==> src/rtl/sdram_arbiter_n_if.sv <==
// sdram_arbiter_n_if: client request/response bus and SDRAM bridge command bus of the N-client arbiter
interface sdram_arbiter_n_if #(
  parameter int N_CLIENTS = 3,
  parameter int ADDR_W = 25,
  parameter int DATA_W = 16
);
  localparam int BE_W = DATA_W / 8;
  logic [N_CLIENTS-1:0] cl_rd, cl_wr, cl_lock, cl_ac, cl_wait;
  logic [N_CLIENTS*ADDR_W-1:0] cl_addr;
  logic [N_CLIENTS*DATA_W-1:0] cl_wrdata;
  logic [N_CLIENTS*BE_W-1:0] cl_be;
  logic [DATA_W-1:0] cl_rddata;
  logic [ADDR_W-1:0] bridge_address;
  logic [BE_W-1:0] bridge_byte_enable;
  logic [DATA_W-1:0] bridge_write_data, bridge_read_data;
  logic bridge_read, bridge_write, bridge_acknowledge;
  modport slave (
    input  cl_rd, cl_wr, cl_lock, cl_addr, cl_wrdata, cl_be, bridge_acknowledge, bridge_read_data,
    output cl_ac, cl_wait, cl_rddata, bridge_address, bridge_byte_enable, bridge_write_data, bridge_read, bridge_write
  );
  modport master (
    output cl_rd, cl_wr, cl_lock, cl_addr, cl_wrdata, cl_be, bridge_acknowledge, bridge_read_data,
    input  cl_ac, cl_wait, cl_rddata, bridge_address, bridge_byte_enable, bridge_write_data, bridge_read, bridge_write
  );
endinterface

==> src/rtl/sdram_arbiter_n.sv <==
// sdram_arbiter_n: shares one SDRAM bridge among N clients with fixed or round-robin priority,
// burst lock, a one-cycle recovery slot after each transaction and an acknowledge timeout.
module sdram_arbiter_n #(
  parameter int N_CLIENTS = 3,
  parameter int ADDR_W = 25,
  parameter int DATA_W = 16,
  parameter int RR_MODE = 0,
  parameter int TIMEOUT = 1023
) (
  input  logic clk,
  input  logic reset,
  sdram_arbiter_n_if.slave bus,
  output logic [$clog2(N_CLIENTS)-1:0] owner,
  output logic err_timeout,
  output logic err_proto
);
  localparam int BE_W = DATA_W / 8;
  localparam int OW = $clog2(N_CLIENTS);
  localparam int CW = $clog2(TIMEOUT + 1);
  localparam logic [1:0] IDLE = 2'd0, ISSUE = 2'd1, RECOVER = 2'd2;
  logic [1:0] state_q, state_d;
  logic [OW-1:0] owner_q, owner_d, ptr_q, ptr_d, win;
  logic [CW-1:0] cnt_q, cnt_d;
  logic [ADDR_W-1:0] addr_q, addr_d;
  logic [BE_W-1:0] be_q, be_d;
  logic [DATA_W-1:0] wdata_q, wdata_d, rddata_q, rddata_d;
  logic rd_q, rd_d, wr_q, wr_d, err_t_q, err_t_d, err_p_q, err_p_d;
  logic [N_CLIENTS-1:0] ac_q, ac_d, req;
  logic grant, acked, expired, done;
  assign req = bus.cl_rd | bus.cl_wr;
  assign grant = state_q == IDLE && |req;
  assign acked = state_q == ISSUE && bus.bridge_acknowledge;
  assign expired = state_q == ISSUE && !bus.bridge_acknowledge && cnt_q == CW'(TIMEOUT - 1);
  assign done = acked || expired;
  // A locked owner that still requests keeps the bus; otherwise the lowest hit from the scan start wins
  always_comb begin
    win = owner_q;
    if (!(bus.cl_lock[owner_q] && req[owner_q]))
      for (int k = N_CLIENTS - 1; k >= 0; k--)
        if (req[OW'(RR_MODE != 0 ? (int'(ptr_q) + k) % N_CLIENTS : k)])
          win = OW'(RR_MODE != 0 ? (int'(ptr_q) + k) % N_CLIENTS : k);
  end
  always_comb begin
    state_d = grant ? ISSUE : done ? RECOVER : state_q == RECOVER ? IDLE : state_q;
    owner_d = grant ? win : owner_q;
    ptr_d = grant ? (win == OW'(N_CLIENTS - 1) ? '0 : win + 1'b1) : ptr_q;
    addr_d = grant ? bus.cl_addr[win * ADDR_W +: ADDR_W] : addr_q;
    be_d = grant ? bus.cl_be[win * BE_W +: BE_W] : be_q;
    wdata_d = grant ? bus.cl_wrdata[win * DATA_W +: DATA_W] : wdata_q;
    wr_d = grant ? bus.cl_wr[win] : done ? 1'b0 : wr_q;
    rd_d = grant ? bus.cl_rd[win] && !bus.cl_wr[win] : done ? 1'b0 : rd_q;
    cnt_d = (state_q == ISSUE && !done) ? cnt_q + 1'b1 : '0;
    ac_d = done ? N_CLIENTS'(1) << owner_q : '0;
    rddata_d = (acked && rd_q) ? bus.bridge_read_data : rddata_q;
    err_t_d = err_t_q || expired;
    err_p_d = err_p_q || (grant && bus.cl_rd[win] && bus.cl_wr[win]);
  end
  always_ff @(posedge clk or posedge reset) begin
    if (reset) begin
      state_q <= IDLE;
      owner_q <= '0;
      ptr_q <= '0;
      cnt_q <= '0;
      addr_q <= '0;
      be_q <= '0;
      wdata_q <= '0;
      rddata_q <= '0;
      rd_q <= 1'b0;
      wr_q <= 1'b0;
      ac_q <= '0;
      err_t_q <= 1'b0;
      err_p_q <= 1'b0;
    end else begin
      state_q <= state_d;
      owner_q <= owner_d;
      ptr_q <= ptr_d;
      cnt_q <= cnt_d;
      addr_q <= addr_d;
      be_q <= be_d;
      wdata_q <= wdata_d;
      rddata_q <= rddata_d;
      rd_q <= rd_d;
      wr_q <= wr_d;
      ac_q <= ac_d;
      err_t_q <= err_t_d;
      err_p_q <= err_p_d;
    end
  end
  assign bus.cl_ac = ac_q;
  assign bus.cl_wait = req & ~({N_CLIENTS{state_q != IDLE}} & (N_CLIENTS'(1) << owner_q));
  assign bus.cl_rddata = rddata_q;
  assign bus.bridge_address = addr_q;
  assign bus.bridge_byte_enable = be_q;
  assign bus.bridge_write_data = wdata_q;
  assign bus.bridge_read = rd_q;
  assign bus.bridge_write = wr_q;
  assign owner = owner_q;
  assign err_timeout = err_t_q;
  assign err_proto = err_p_q;
endmodule

==> src/flat_wrapper.sv <==
// flat-port wrapper written by rule: the top's interface ports become plain ports
module sdram_arbiter_n_flat 
#(
  parameter int N_CLIENTS = 3,
  parameter int ADDR_W = 25,
  parameter int DATA_W = 16,
  parameter int RR_MODE = 0,
  parameter int TIMEOUT = 1023
)
  (clk, reset, owner, err_timeout, err_proto, bus_cl_rd, bus_cl_wr, bus_cl_lock, bus_cl_addr, bus_cl_wrdata, bus_cl_be, bus_bridge_acknowledge, bus_bridge_read_data, bus_cl_ac, bus_cl_wait, bus_cl_rddata, bus_bridge_address, bus_bridge_byte_enable, bus_bridge_write_data, bus_bridge_read, bus_bridge_write);
  sdram_arbiter_n_if #(.N_CLIENTS(N_CLIENTS), .ADDR_W(ADDR_W), .DATA_W(DATA_W)) bus_i ();
  input  logic clk;
  input  logic reset;
  output logic [$clog2(N_CLIENTS)-1:0] owner;
  output logic err_timeout;
  output logic err_proto;
  input wire logic [$bits(bus_i.cl_rd)-1:0] bus_cl_rd;
  input wire logic [$bits(bus_i.cl_wr)-1:0] bus_cl_wr;
  input wire logic [$bits(bus_i.cl_lock)-1:0] bus_cl_lock;
  input wire logic [$bits(bus_i.cl_addr)-1:0] bus_cl_addr;
  input wire logic [$bits(bus_i.cl_wrdata)-1:0] bus_cl_wrdata;
  input wire logic [$bits(bus_i.cl_be)-1:0] bus_cl_be;
  input wire logic [$bits(bus_i.bridge_acknowledge)-1:0] bus_bridge_acknowledge;
  input wire logic [$bits(bus_i.bridge_read_data)-1:0] bus_bridge_read_data;
  output wire logic [$bits(bus_i.cl_ac)-1:0] bus_cl_ac;
  output wire logic [$bits(bus_i.cl_wait)-1:0] bus_cl_wait;
  output wire logic [$bits(bus_i.cl_rddata)-1:0] bus_cl_rddata;
  output wire logic [$bits(bus_i.bridge_address)-1:0] bus_bridge_address;
  output wire logic [$bits(bus_i.bridge_byte_enable)-1:0] bus_bridge_byte_enable;
  output wire logic [$bits(bus_i.bridge_write_data)-1:0] bus_bridge_write_data;
  output wire logic [$bits(bus_i.bridge_read)-1:0] bus_bridge_read;
  output wire logic [$bits(bus_i.bridge_write)-1:0] bus_bridge_write;
  assign bus_i.cl_rd = bus_cl_rd;
  assign bus_i.cl_wr = bus_cl_wr;
  assign bus_i.cl_lock = bus_cl_lock;
  assign bus_i.cl_addr = bus_cl_addr;
  assign bus_i.cl_wrdata = bus_cl_wrdata;
  assign bus_i.cl_be = bus_cl_be;
  assign bus_i.bridge_acknowledge = bus_bridge_acknowledge;
  assign bus_i.bridge_read_data = bus_bridge_read_data;
  assign bus_cl_ac = bus_i.cl_ac;
  assign bus_cl_wait = bus_i.cl_wait;
  assign bus_cl_rddata = bus_i.cl_rddata;
  assign bus_bridge_address = bus_i.bridge_address;
  assign bus_bridge_byte_enable = bus_i.bridge_byte_enable;
  assign bus_bridge_write_data = bus_i.bridge_write_data;
  assign bus_bridge_read = bus_i.bridge_read;
  assign bus_bridge_write = bus_i.bridge_write;
  sdram_arbiter_n #(.N_CLIENTS(N_CLIENTS), .ADDR_W(ADDR_W), .DATA_W(DATA_W), .RR_MODE(RR_MODE), .TIMEOUT(TIMEOUT)) u_core (.clk(clk), .reset(reset), .bus(bus_i), .owner(owner), .err_timeout(err_timeout), .err_proto(err_proto));
endmodule
==> config.mk <==
export PLATFORM = sky130hd
export DESIGN_NAME = sdram_arbiter_n_flat
export DESIGN_NICKNAME = d
export VERILOG_FILES = /design/src/rtl/sdram_arbiter_n_if.sv /design/src/rtl/sdram_arbiter_n.sv /design/src/flat_wrapper.sv
export SDC_FILE = /design/constraint.sdc
export NUM_CORES = 1
export LEC_CHECK = 0
export BUFFER_PORTS_ARGS = -buffer_cell sky130_fd_sc_hd__buf_2
export CAP_MARGIN = 20
export CORE_UTILIZATION = 40
export DETAILED_ROUTE_END_ITERATION = 8
export GPL_TIMING_DRIVEN = 0
export MAX_ROUTING_LAYER = met4
export PLACE_DENSITY = 0.77
export SYNTH_ARGS = -nofsm -noshare
export SYNTH_HDL_FRONTEND = slang
export SYNTH_SLANG_ARGS = --single-unit
export TNS_END_PERCENT = 50
==> constraint.sdc <==
create_clock -name clk -period 2.8 [get_ports clk]
set_clock_uncertainty 0.1 [all_clocks]
set_input_delay 0.14 -clock clk [delete_from_list [all_inputs] [get_ports clk]]
set_output_delay 0.14 -clock clk [all_outputs]
set_load 0.01 [all_outputs]
==> impl_metrics.json, run 1 <==
{
  "syn-cell-area_um2": 4140,
  "worstHoldPathCells": 3,
  "arrival_ps": 2870,
  "placementRows": 36,
  "io_pins": 228,
  "crit_type": "flop to flop",
  "coreArea_um2": 9910,
  "layout_worst_path_cycle_share_pct": 95.0,
  "synth_seq_cells": 80,
  "max_freq_mhz": 376,
  "totalWireLength_um": 14800,
  "die-height_um": 104,
  "holdWs_ps": 13.6,
  "postPlaceCellArea_um2": 5470,
  "maxCapViolCount": 0,
  "synth_edf_count": 0,
  "worstSkewPairLatency_ps": 370,
  "drcViolationCount": 0,
  "start_kind": "flop",
  "clkTransAtPathRegs_ps": 90,
  "yosys.area.top_type": "dfrtp_1",
  "max_stage_delay_ps": 580,
  "run_status": "finished clean",
  "layout_min_cycle_time_ps": 2660,
  "port_buffers": 226,
  "drt_pass1_iterations": 5,
  "track_usage_pct": 27.9,
  "synth_flop_cell": "dfrtp_1",
  "synth.top_cell.area_share_pct": 48.3,
  "area_growth_pct": 58.4,
  "slew_viol_final": 0,
  "crit_path_top_delay_cell": "dlygate4sd3_1",
  "wl_per_cell_um": 16.9,
  "cts.sinks": 80,
  "fin_ws_ps": 141,
  "cp_max_fo": 10,
  "power_mw": 5.50,
  "peakVddDrop_uv": 445,
  "numCtsBuffers": 9,
  "syn_nets": 571,
  "r2r_cells": 6,
  "ant_nets": 0,
  "hold_class": "input pin to flop",
  "cts_buffer_depth": 2,
  "syn_inst": 412,
  "hold_violations": 0,
  "final_common_cell": "buf_2",
  "cts_tree": "built",
  "grt_pass1_vias": 4786,
  "p_leak_nw": 3.33,
  "finalNonFillerCells": 878,
  "die-area_um2": 10800,
  "place_inst": 772,
  "synth.avg_cell_area_um2": 10.1,
  "rsz0062_at_grt": "false",
  "async_reset_ff_share_pct": 100,
  "gp_congestion": 0.904,
  "hpwlAfterDp_um": 9910,
  "cts_root_buf": "clkbuf_8",
  "overflow": 0,
  "endpoint_kind": "flop",
  "critical_path.cell_chain": "or2_2 > a31oi_2 > buf_1 > nand3_1 > o211ai_1 > dlygate4sd3_1",
  "slew_headroom_pct": 59.4,
  "avgViaCountPerCell": 5.31,
  "antenna_found_initial": 0,
  "pre_cts_ws_ps": 478,
  "dr_total_vias": 4662,
  "grt_max_degree": 59,
  "start_util_pct": 41.8,
  "grt_pass1_wl_um": 23200,
  "setup-violations-final": 0,
  "crit_required_ps": 3010,
  "yosys-top-cells-area": "dfrtp_1 48%, mux2i_1 8.2%, nand3_1 6.2%, o211ai_1 6.2%, mux2_2 4.3%",
  "dr.first_iter.drc_count": 291,
  "final_cell_area_um2": 6560,
  "ys_types": 45,
  "drive_above_1_share_pct": 38.9,
  "power_density_nw_per_um2": 838,
  "ys_warn_count": 0,
  "cts_max_level": 3,
  "reg2reg_setup_slack_ps": 140,
  "die_w_um": 104,
  "tightestPinTransition_ps": 610,
  "seq_area_frac_synth_pct": 48.3,
  "fin_nets": 899,
  "diodes": 0,
  "layout_common_cells": "233 x buf_2, 88 x dlygate4sd3_1, 80 x dfrtp_1"
}
-- cells by family (layout without fill, tap and decap cells) --
kind of cell,after synthesis,in the layout,synth area share (%)
DFF,80,80,48.3
adders and majority gates,2,2,0.604
and+or+nand+nor,143,143,16.3
xor gates and xnor gates,8,8,1.69
buffers and inverters,33,366,3.87
muxes,50,50,12.6
AOI/OAI and AO/OA,96,96,16.6
-- state kept, by name, summed over array words and instances, names as in the netlist, 2 cells and up --
register and flops:
u_core.bus.bridge_write_data 16, u_core.cnt_q 10, u_core.bus.bridge_byte_enable 2, u_core.bus.cl_ac 3, u_core.state_q 2, u_core.bus.cl_rddata 16
u_core.owner 2, u_core.bus.bridge_address 25
-- where the power goes --
| part | internal [mW] | switching [mW] | leakage, nW |
|---|---|---|---|
| logic | 1.28 | 1.49 | 2.24 |
| clock network | 0.339 | 0.489 | 0.0916 |
| registers | 1.63 | 0.266 | 0.997 |
| total | 3.25 | 2.25 | 3.33 |
-- synth_stat cells (2+ instances only) --
master and n:
mux2_2 16, o21ai_0 12, nand4_1 2, ha_1 2, nor3_1 4, a31o_2 2, a22o_1 9, xor2_1 7
buf_6 3, nand3_1 51, nor2_1 23, a31oi_1 3, and3_1 5, buf_2 7, a21oi_1 22, nand2_1 47
clkbuf_1 14, dfrtp_1 80, and4_1 2, nor2b_1 2, o21ai_1 3, or2_2 2, inv_1 6, mux2i_1 34
o211ai_1 34
-- final timing paths --
check / endpoint / start
setup / recovery: u_core.bus.bridge_address[5] / u_core.state_q[0]
hold / removal: u_core.bus.bridge_write_data[11] / bus_cl_wrdata[27]
setup reg to reg: u_core.bus.bridge_address[5] / u_core.state_q[0]
hold reg to reg: u_core.err_proto / u_core.err_proto
max in group asynchronous: u_core.bus.bridge_address[23] / reset
min in group asynchronous: u_core.bus.cl_rddata[10] / reset
-- area by class of cell --
class                           count  area (um2)
Fill cell                         799        3350
Tap cell                          133         166
Multi-Input combinational cell    299        1990
Inverter                            6        25.0
Sequential cell                    80        2000
Buffer                             27         139
Timing Repair Buffer              317        2050
Clock inverter                      7        60.1
Clock buffer                        9         124
-- repair_timing --
action	in CTS	in global routing
setup buffers	0	2
setup endpoints to repair	0	16
endpoints found under the hold margin	140	0
hold buffers	88	0
resized for setup	0	5
-- worst max-delay path, delay by kind of cell (launching register included) --
family                 cells  cell delay, ps
and+or+nand+nor            2             510
DFF                        1             420
AOI/OAI and AO/OA          2             520
buffers and inverters      2            1050
-- stage by stage --
stage	setup TNS [ps]	util, %
final	0	66.2
after global routing	0	66.2
after CTS	0	65.9
after detailed placement	0	55.2
after global placement	-34040	54.9
after floorplan	0	-
-- layer usage --
layer / wire, um / GRT usage [%] / vias to the layer above
met5: 0 / - / -
met4: 373 / 10.4 / 0
met3: 807 / 4.47 / 31
met2: 7680 / 48.3 / 211
met1: 5940 / 32.8 / 2264
li1: - / - / 2156
No activity file was read; power rests on OpenSTA's default activity.
==> inputs of run 2 (changes only) <==
CORE_ASPECT_RATIO = 0.5   (was default)
==> run 2 against run 1 <==
Final cell count decreased by 4.2%. Sequential power is essentially flat. Design area decreased by 3.5%. Highest routed layer unchanged. Core utilization fell by 1.4 points. Power grew 3.3%. Routed wire length shrank 10%. Die area is 0.22% higher. Sequential share of layout area is 1.1 points higher. Register-to-register slack gained 360 ps.
==> impl_metrics.json, run 2 (synthesized netlist as in run 1, its figures left out) <==
{
  "combPwrFrac_pct": 43.0,
  "overflow": 0,
  "netSwitchingFraction_pct": 37.0,
  "die_w_um": 146,
  "track_usage_pct": 24.4,
  "totalWireLength_um": 13300,
  "die-height_um": 74.0,
  "grt_util_met3_pct": 4.48,
  "die-area_um2": 10800,
  "max_freq_mhz": 435,
  "grt_pass1_wl_um": 19800,
  "peakVddDrop_uv": 407,
  "cp_max_fo": 10,
  "worstSkewPairLatency_ps": 330,
  "slew_viol_final": 0,
  "pre_cts_ws_ps": 516,
  "final_common_cell": "buf_2",
  "cts_root_buf": "clkbuf_16",
  "drt_pass1_iterations": 5,
  "finalNonFillerCells": 841,
  "gp_congestion": 0.888,
  "seq_power_share_pct": 33.3,
  "endpoint_kind": "flop",
  "dr_total_vias": 4384,
  "hpwlAfterDp_um": 9410,
  "placementRows": 25,
  "coreArea_um2": 9760,
  "start_kind": "flop",
  "slew_headroom_pct": 53.9,
  "tightestPinTransition_ps": 688,
  "largest_reg_flops": 25,
  "drive_above_1_share_pct": 39.9,
  "arrival_ps": 2430,
  "antenna_found_initial": 0,
  "dr.first_iter.drc_count": 196,
  "use_met2_pct": 43.1,
  "power_frac_clock_pct": 23.6,
  "wl_per_cell_um": 15.8,
  "fin_nets": 861,
  "diodes": 0,
  "grt_max_degree": 49,
  "critical_path.cell_chain": "or2_2 > a31oi_1 > clkbuf_1 > nand3_1 > o211ai_1",
  "internal_power_mw": 3.58,
  "cts_max_level": 3,
  "port_buffers": 226,
  "cts.sinks": 80,
  "setup-violations-final": 0,
  "crit_type": "flop to flop",
  "place_inst": 774,
  "run_status": "finished clean",
  "max_stage_delay_ps": 540,
  "avgViaCountPerCell": 5.21,
  "layout_common_cells": "233 x buf_2, 80 x dfrtp_1, 52 x dlygate4sd3_1",
  "ant_nets": 0,
  "clkTransAtPathRegs_ps": 60,
  "top_usage_layer": "met2",
  "cts_buffer_depth": 2,
  "layout_worst_path_cycle_share_pct": 82.0,
  "fin_ws_ps": 503,
  "hold_class": "input pin to flop",
  "rsz0062_at_grt": "false",
  "p_sw_mw": 2.10,
  "io_pins": 228,
  "grt_pass1_vias": 4168,
  "maxCapViolCount": 0,
  "p_leak_nw": 3.22,
  "cts_tree": "built",
  "holdWs_ps": 7.32,
  "drcViolationCount": 0,
  "start_util_pct": 42.4,
  "crit_path_top_delay_cell": "a31oi_1",
  "crit_required_ps": 2930,
  "layout_min_cycle_time_ps": 2300,
  "use_met1_pct": 28.1,
  "numCtsBuffers": 9,
  "power_density_nw_per_um2": 897,
  "hold_violations": 0,
  "fin_util_pct": 64.9,
  "cts_resized": 0,
  "area_growth_pct": 52.8,
  "tns_ps": 0
}
run 2: cell count changes in the layout (fill, tap and decap cells not counted), moves of 3 or more:
cell	previous run	this run
clkbuf_8	9	1
clkbuf_1	12	16
bufinv_16	0	3
clkbuf_16	0	9
inv_6	5	0
dlygate4sd3_1	88	52
run 2: worst paths after layout:
check,startpoint,end,slack (ps),cells past startpoint
setup reg to reg,u_core.state_q[0],u_core.bus.bridge_write_data[14],500,5
setup / recovery,u_core.state_q[0],u_core.bus.bridge_write_data[14],500,5
max in group asynchronous,reset,u_core.bus.bridge_address[9],1750,4
min in group asynchronous,reset,u_core.bus.cl_ac[1],270,3
hold reg to reg,u_core.err_proto,u_core.err_proto,350,2
hold / removal,bus_cl_addr[72],u_core.bus.bridge_address[22],7,3
run 2: worst max-delay path: cells and delay by family, from the launching register on:
kind / cells / cell delay [ps]
DFF: 1 / 410
AOI/OAI and AO/OA: 2 / 690
and+or+nand+nor: 2 / 540
buffers and inverters: 1 / 470
run 2: final cells by class:
type / instances / area, um2
Buffer: 27 / 138
Clock buffer: 12 / 246
Clock inverter: 3 / 90.1
Fill cell: 812 / 3430
Inverter: 6 / 25.0
Multi-Input combinational cell: 299 / 1980
Sequential cell: 80 / 2000
Tap cell: 135 / 169
Timing Repair Buffer: 279 / 1680
run 2: power groups by stage:
stage	logic [mW]	clock network [mW]	registers, mW
floorplan	1.24	0	2.10
global placement	2.32	0	1.88
detailed placement	2.38	0	1.90
CTS	2.43	1.36	1.88
global route	2.65	1.41	1.94
finish	2.44	1.34	1.89
run 2: per-layer routing:
metal	vias up	part of all wire, %
met4	0	2.4
met5	-	0
met3	37	3.9
li1	2081	-
met1	2105	42
met2	161	51
run 2: timing repair:
action                                  4_1_cts  5_1_grt
buffers inserted                              0        0
endpoints found under the setup margin        0        0
hold buffers                                 52        0
endpoints found under the hold margin        83        0
run 2: metrics by stage:
| stage | cell area, um2 | total power, mW |
|---|---|---|
| final | 6330 | 5.68 |
| after global routing | 6330 | 6.01 |
| after CTS | 6330 | 5.68 |
| after detailed placement | 5470 | 4.27 |
| after global placement | 5440 | 4.20 |
| after floorplan | 4140 | 3.33 |
==> inputs of run 3 (changes only) <==
PLACE_DENSITY = 0.8   (was 0.77)
clock period = 2.05 ns   (was 2.8 ns; I/O delays follow)
==> run 3 against run 2 <==
The run now ends with hold timing, setup timing left. Non-clock buffer count grew 58. Critical path type unchanged. Maximum frequency grew 8.6%. Design area grew 11%.
==> impl_metrics.json, run 3 (synthesized netlist as in run 1, its figures left out) <==
{
  "slew_viol_final": 0,
  "die_w_um": 146,
  "hold_violations": 1,
  "dr_total_vias": 5164,
  "slew_headroom_pct": 36.7,
  "numCtsBuffers": 9,
  "totalWireLength_um": 17900,
  "cts_root_buf": "clkbuf_16",
  "area_growth_pct": 69.1,
  "multi_input_area_um2": 2080,
  "crit_type": "flop to flop",
  "layout_min_cycle_time_ps": 2120,
  "coreArea_um2": 9760,
  "drt_pass1_iterations": 6,
  "max_freq_mhz": 473,
  "placementRows": 25,
  "hold_class": "input pin to flop",
  "p_leak_nw": 3.49,
  "final-seq-area_um2": 2000,
  "final_common_cell": "buf_2",
  "track_usage_pct": 30.5,
  "start_kind": "flop",
  "maxCapViolCount": 0,
  "die-height_um": 74.0,
  "largest_reg_flops": 25,
  "worstSkewPairLatency_ps": 340,
  "combPwrFrac_pct": 47.8,
  "cts.sinks": 80,
  "dr.first_iter.drc_count": 652,
  "seq_power_share_pct": 32.4,
  "arrival_ps": 2240,
  "diodes": 0,
  "cts_buffer_depth": 2,
  "tightestPinTransition_ps": 948,
  "setup-violations-final": 3,
  "fin_ws_ps": -65.3,
  "avgViaCountPerCell": 5.74,
  "ant_nets": 0,
  "peakVddDrop_uv": 587,
  "hpwlAfterDp_um": 9810,
  "cp_max_fo": 10,
  "gp_congestion": 0.879,
  "power_frac_clock_pct": 19.8,
  "violations": "hold timing, setup timing",
  "holdWs_ps": -10.1,
  "io_pins": 228,
  "fin_nets": 920,
  "wl_met3_um": 1550,
  "clkTransAtPathRegs_ps": 70,
  "top_layer": "met4",
  "internal_power_mw": 4.88,
  "cts_max_level": 3,
  "endpoint_kind": "flop",
  "die-area_um2": 10800,
  "overflow": 0,
  "cts_tree": "built",
  "fin_util_pct": 71.8,
  "drive_above_1_share_pct": 41.4,
  "grt_pass1_wl_um": 24400,
  "netSwitchingFraction_pct": 39.9,
  "route.met2.wl_um": 8910,
  "power_density_nw_per_um2": 1160,
  "start_util_pct": 42.4,
  "port_buffers": 226,
  "drcViolationCount": 0,
  "grt_max_degree": 42,
  "wl_per_cell_um": 19.9,
  "antenna_found_initial": 0,
  "layout_worst_path_cycle_share_pct": 103,
  "wl_met1_um": 6490,
  "crit_required_ps": 2180,
  "run_status": "finished, violations left",
  "grt_pass1_vias": 4959,
  "fill_cells": 659,
  "p_sw_mw": 3.23,
  "layout_common_cells": "228 x buf_2, 99 x dlygate4sd3_1, 79 x dfrtp_1"
}
[run 3: cell type report]
class                   count  share of cell area [%]
repair buffers            338                    32.4
inverters                   6                   0.375
flip-flops and latches     80                    28.6
well taps                 135                    2.41
clock buffers              11                    3.47
multi-input cells         300                    29.7
plain buffers              26                    2.45
clock inverters             4                   0.643
[run 3: worst max-delay path, cell delays in order, from the launching register on]
cell and delay, ps:
dfrtp_1 400, clkbuf_4 250, inv_1 160, nor4_4 380, buf_4 210, buf_4 140, a21oi_1 80, a21oi_1 280
[run 3: per-stage QoR]
stage	power, mW	cells	area [um2]	worst slack [ps]	setup TNS [ps]
2_1_floorplan	4.55	412	4150	117	0
3_3_place_gp	5.76	773	5450	-191	-6670
3_5_place_dp	5.87	774	5470	-239	-9100
4_1_cts	7.65	890	6810	12.9	0
5_1_grt	8.48	900	7000	-76.8	-349
6_report	8.11	900	7000	-65.3	-133
[run 3: routing by layer]
layer	vias to the layer above	GRT usage, %
li1	2203	-
met1	2449	32.8
met2	381	55.4
met3	131	6.13
met4	0	15.8
met5	-	-
[run 3: what timing repair did]
item	in CTS	in global routing
setup endpoints to repair	56	60
hold endpoints to repair	100	0
pin swaps	3	2
cloned	0	2
resized for setup	11	33
hold buffers	99	0
setup buffers	3	8
[run 3: power by group through the flow]
| stage | clock network, mW | registers [mW] | logic (mW) |
|---|---|---|---|
| global route | 1.69 | 2.68 | 4.11 |
| floorplan | 0 | 2.86 | 1.69 |
| detailed placement | 0 | 2.60 | 3.27 |
| finish | 1.61 | 2.63 | 3.88 |
| global placement | 0 | 2.57 | 3.19 |
| CTS | 1.61 | 2.57 | 3.47 |
[run 3: worst paths after layout]
check / start / to / slack (ps) / cells after the start
max: u_core.owner[1] / u_core.bus.bridge_byte_enable[0] / -70 / 7
min: bus_cl_addr[39] / u_core.bus.bridge_address[14] / -10 / 3
max reg2reg: u_core.owner[1] / u_core.bus.bridge_byte_enable[0] / -70 / 7
min reg2reg: u_core.err_timeout / u_core.err_timeout / 380 / 1
max in group asynchronous: reset / u_core.cnt_q[0] / 730 / 4
min in group asynchronous: reset / u_core.bus.bridge_address[17] / 400 / 3
